<file path="config.mk">
export PLATFORM = sky130hd
export DESIGN_NAME = ir_operand_path
export DESIGN_NICKNAME = d
export VERILOG_FILES = /design/src/rtl/ir_operand_path.sv
export SDC_FILE = /design/constraint.sdc
export NUM_CORES = 1
export LEC_CHECK = 0
export ABC_AREA = 1
export CAP_MARGIN = 30
export CORE_AREA = 2 2 189 191
export DETAILED_ROUTE_END_ITERATION = 16
export DIE_AREA = 0 0 191 193
export DONT_BUFFER_PORTS = 1
export PLACE_DENSITY = 0.3
export SYNTH_ARGS = -nofsm -noshare
export SYNTH_HDL_FRONTEND = slang
export SYNTH_SLANG_ARGS = --single-unit
</file>
<file path="constraint.sdc">
create_clock -name clock -period 2.2 [get_ports clock]
set_clock_uncertainty 0.05 [all_clocks]
set_input_delay 0.11 -clock clock [delete_from_list [all_inputs] [get_ports clock]]
set_output_delay 0.11 -clock clock [all_outputs]
set_load 0.03 [all_outputs]
</file>
<file path="src/rtl/ir_operand_path.sv">
// Instruction register with decode slices, plus the two operand muxes that
// feed the ALU B input and the register-file write-back port.
// The IR is the only state in this block. The decode fields are cut from the
// registered word, and both muxes are purely combinational.
module ir_operand_path #(
  parameter int unsigned           XLEN     = 64,
  parameter int unsigned           ILEN     = 32,
  parameter logic [ILEN-1:0]       IR_RESET = 32'h0000_0013
) (
  input  logic            clock,
  input  logic            reset_n,
  input  logic            r_enable,
  input  logic [ILEN-1:0] data_in,
  output logic [ILEN-1:0] data_out,
  output logic [6:0]      opcode,
  output logic [4:0]      rd,
  output logic [2:0]      funct3,
  output logic [4:0]      rs1,
  output logic [4:0]      rs2,
  output logic [6:0]      funct7,
  input  logic [XLEN-1:0] imm,
  input  logic [XLEN-1:0] doutB,
  input  logic            sinal_mux1,
  output logic [XLEN-1:0] S1,
  input  logic [XLEN-1:0] dout,
  input  logic [XLEN-1:0] soma,
  input  logic            sinal_mux2,
  output logic [XLEN-1:0] S2
);

  logic [ILEN-1:0] ir_q;
  logic [ILEN-1:0] ir_d;

  // Next IR value: load the fetched word when enabled, otherwise hold.
  always_comb begin
    // NOTE: every comb output gets a default first so no path leaves it unassigned (no latch).
    ir_d = ir_q;
    if (r_enable) begin
      ir_d = data_in;
    end
  end

  // IR register: async reset to the NOP encoding, which takes priority over a load.
  always_ff @(posedge clock or negedge reset_n) begin
    // NOTE: sequential state uses non-blocking assignments so every flop samples pre-edge values.
    if (!reset_n) begin
      ir_q <= IR_RESET;
    end else begin
      ir_q <= ir_d;
    end
  end

  // Decode fields are slices of the registered word, never of data_in.
  assign data_out = ir_q;
  assign opcode   = ir_q[6:0];
  assign rd       = ir_q[11:7];
  assign funct3   = ir_q[14:12];
  assign rs1      = ir_q[19:15];
  assign rs2      = ir_q[24:20];
  assign funct7   = ir_q[31:25];

  // ALU operand B: register read port or immediate. An unknown select gives all-X.
  always_comb begin
    S1 = '0;
    case (sinal_mux1)
      1'b0:    S1 = doutB;
      1'b1:    S1 = imm;
      default: S1 = 'x;
    endcase
  end

  // Write-back data: ALU result or memory read data. An unknown select gives all-X.
  always_comb begin
    S2 = '0;
    case (sinal_mux2)
      1'b0:    S2 = soma;
      1'b1:    S2 = dout;
      default: S2 = 'x;
    endcase
  end

endmodule

</file>
==> out/metrics.yaml <==
run_status:
  status: "complete, no violations"
sta:
  fin_ws_ps: 913
  worstMarginPinSlew_ps: 633
  rsz0062_at_grt: "false"
  maxSlewViolCount: 0
  maxSlewHeadroom: 0.578
  hold_slack_ps: 70.5
  finalHoldViolCount: 0
  period_needed_ps: 1290
  finalCritPeriodShare: 0.585
  fmaxAchievable_mhz: 777
  setup_viol: 0
  setup_tns_ps: 0
pwr:
  leakage_nw: 2.07
  vdd_drop_max_mv: 0.421
  power_density_mw_per_mm2: 678
cts:
  clockBufferDepth: 2
  cts_setup_buffers: 0
  cts-root-buf: "clkbuf_16"
  clk_pin_slew_ps: 60
  numCtsBuffers: 5
  htree_levels: 2
  cts_hold_buf: 35
  cts_num_sinks: 32
  clk-insertion-delay-late_ps: 280
  cts_tree: "yes"
  cts_resized: 0
finish:
  final_cell_mix: "480 x nand2_1, 33 x dlygate4sd3_1, 29 x dfrtp_1, 5 x clkbuf_16"
  drive_above_1_share: 0.0339
  finalNonFillerCells: 1022
  nets: 853
  diodes: 0
  final_util: 0.108
  fillCellCount: 4120
  areaGrowthSynthToFinish_pct: 20.0
  largest_reg_flops: 32
  layout_commonest_cell: "nand2_1"
  seqCellArea_um2: 805
  multi_input_area_mm2: 0.00180
critical_path:
  crit_family: "flip-flops"
  path_class: "register to primary output"
  crit_buf_inv: 1
  critPathArrivalTime_ps: 1130
  crit_required_ps: 2040
  crit_slowest_cell: "dfrtp_1"
  critPathCaptureType: "primary output"
  path_cells: "buf_4"
  start_kind: "register"
  slowest_delay_ps: 590
  cp_max_fo: 3
die:
  num_rows: 69
  die_w_um: 191
  ios: 485
  dieHeight_um: 193
  core_area_mm2: 0.0350
  start_util: 0.0901
  dieArea_mm2: 0.0369
synthesis:
  synth.avg_cell_area_um2: 5.43
  ys_seq_elements: 32
  synthesis.area_mm2: 0.00315
  synth-compound-area-share: 0
  synth_xor_area_frac: 0
  synthAdderAreaFrac: 0
  syn_inst: 580
  synth_top_family_by_area: "simple AND/OR/NAND/NOR gates"
  yosys.area_share.simple: 0.572
  synthMuxAreaShare: 0
  synth_fp_nets: 873
  yosysUniqueCellTypes: 8
  ys_warn_count: 0
  seq_area_frac_synth: 0.255
grt:
  grt_max_degree: 66
  grt_pass1_vias: 2721
  grt_pass1_wl_um: 16200
  antenna_found_initial: 0
  track_usage: 0.0571
  globalRouteOverflowTotal: 0
placed_design:
  dp_slack_ps: 984
  port_buffers: 0
  dp_hpwl_um: 10200
  gp_congestion: 0.865
  place_inst: 979
hold_path:
  hp-class: "input port to register"
drt:
  wire_per_inst_um: 12.5
  detail-route-antenna-nets: 0
  drtIter0Drc: 259
  vias: 3411
  via_per_inst: 3.34
  finalWirelength_um: 12800
  drc: 0
  dr.pass1.iters: 5
job:
  maxCapViolCount: 0
Yosys cell counts, drive strengths merged:
master / count / area share
buf: 53 / 0.12
clkbuf: 12 / 0.052
dfrtp: 29 / 0.23
dfstp: 3 / 0.025
inv: 3 / 0.0036
nand2: 480 / 0.57
final timing paths:
check | from | endpoint | slack [ps] | cells past startpoint
min reg2reg | data_out[1] | data_out[1] | 570 | 2
max in group asynchronous | reset_n | data_out[4] | 1620 | 2
min in group asynchronous | reset_n | data_out[14] | 240 | 2
max reg2reg | data_out[25] | data_out[25] | 1130 | 2
min | r_enable | data_out[4] | 70 | 3
max | data_out[9] | data_out[9] | 910 | 1
kinds of logic (layout without fill, tap and decap cells):
logic type / Yosys count / in the layout
buffers and inverters: 68 / 49
and+or+nand+nor: 480 / 480
DFF: 32 / 32
power breakdown:
part / internal (W) / total (W) / switching [W]
logic: 0.000164 / 0.000797 / 0.000633
clock network: 0.000596 / 0.000851 / 0.000255
registers: 0.000642 / 0.000915 / 0.000274
total: 0.00140 / 0.00256 / 0.00116
stage by stage:
step | cell area [um^2] | total power (W)
2_1_floorplan | 3150 | 0.00169
3_3_place_gp | 3230 | 0.00165
3_5_place_dp | 3230 | 0.00165
4_1_cts | 3780 | 0.00260
5_1_grt | 3780 | 0.00269
6_report | 3780 | 0.00256
routing by layer:
| metal | share of wire | GRT usage | vias to the layer above | wire, um |
|---|---|---|---|---|
| met4 | 0.024 | 0.0253 | 0 | 301 |
| met5 | 0 | 0 | - | 0 |
| met1 | 0.43 | 0.0770 | 1504 | 5490 |
| met3 | 0.091 | 0.00851 | 16 | 1160 |
| li1 | - | - | 1639 | - |
| met2 | 0.46 | 0.0902 | 252 | 5820 |
layout make-up:
type / instances / area share
Clock buffer: 7 / 0.0404
Timing Repair Buffer: 38 / 0.107
Inverter: 3 / 0.00298
Sequential cell: 32 / 0.213
Multi-Input combinational cell: 480 / 0.476
Clock inverter: 1 / 0.00794
Tap cell: 461 / 0.152
Note: power is estimated with default switching activity, not from simulation.
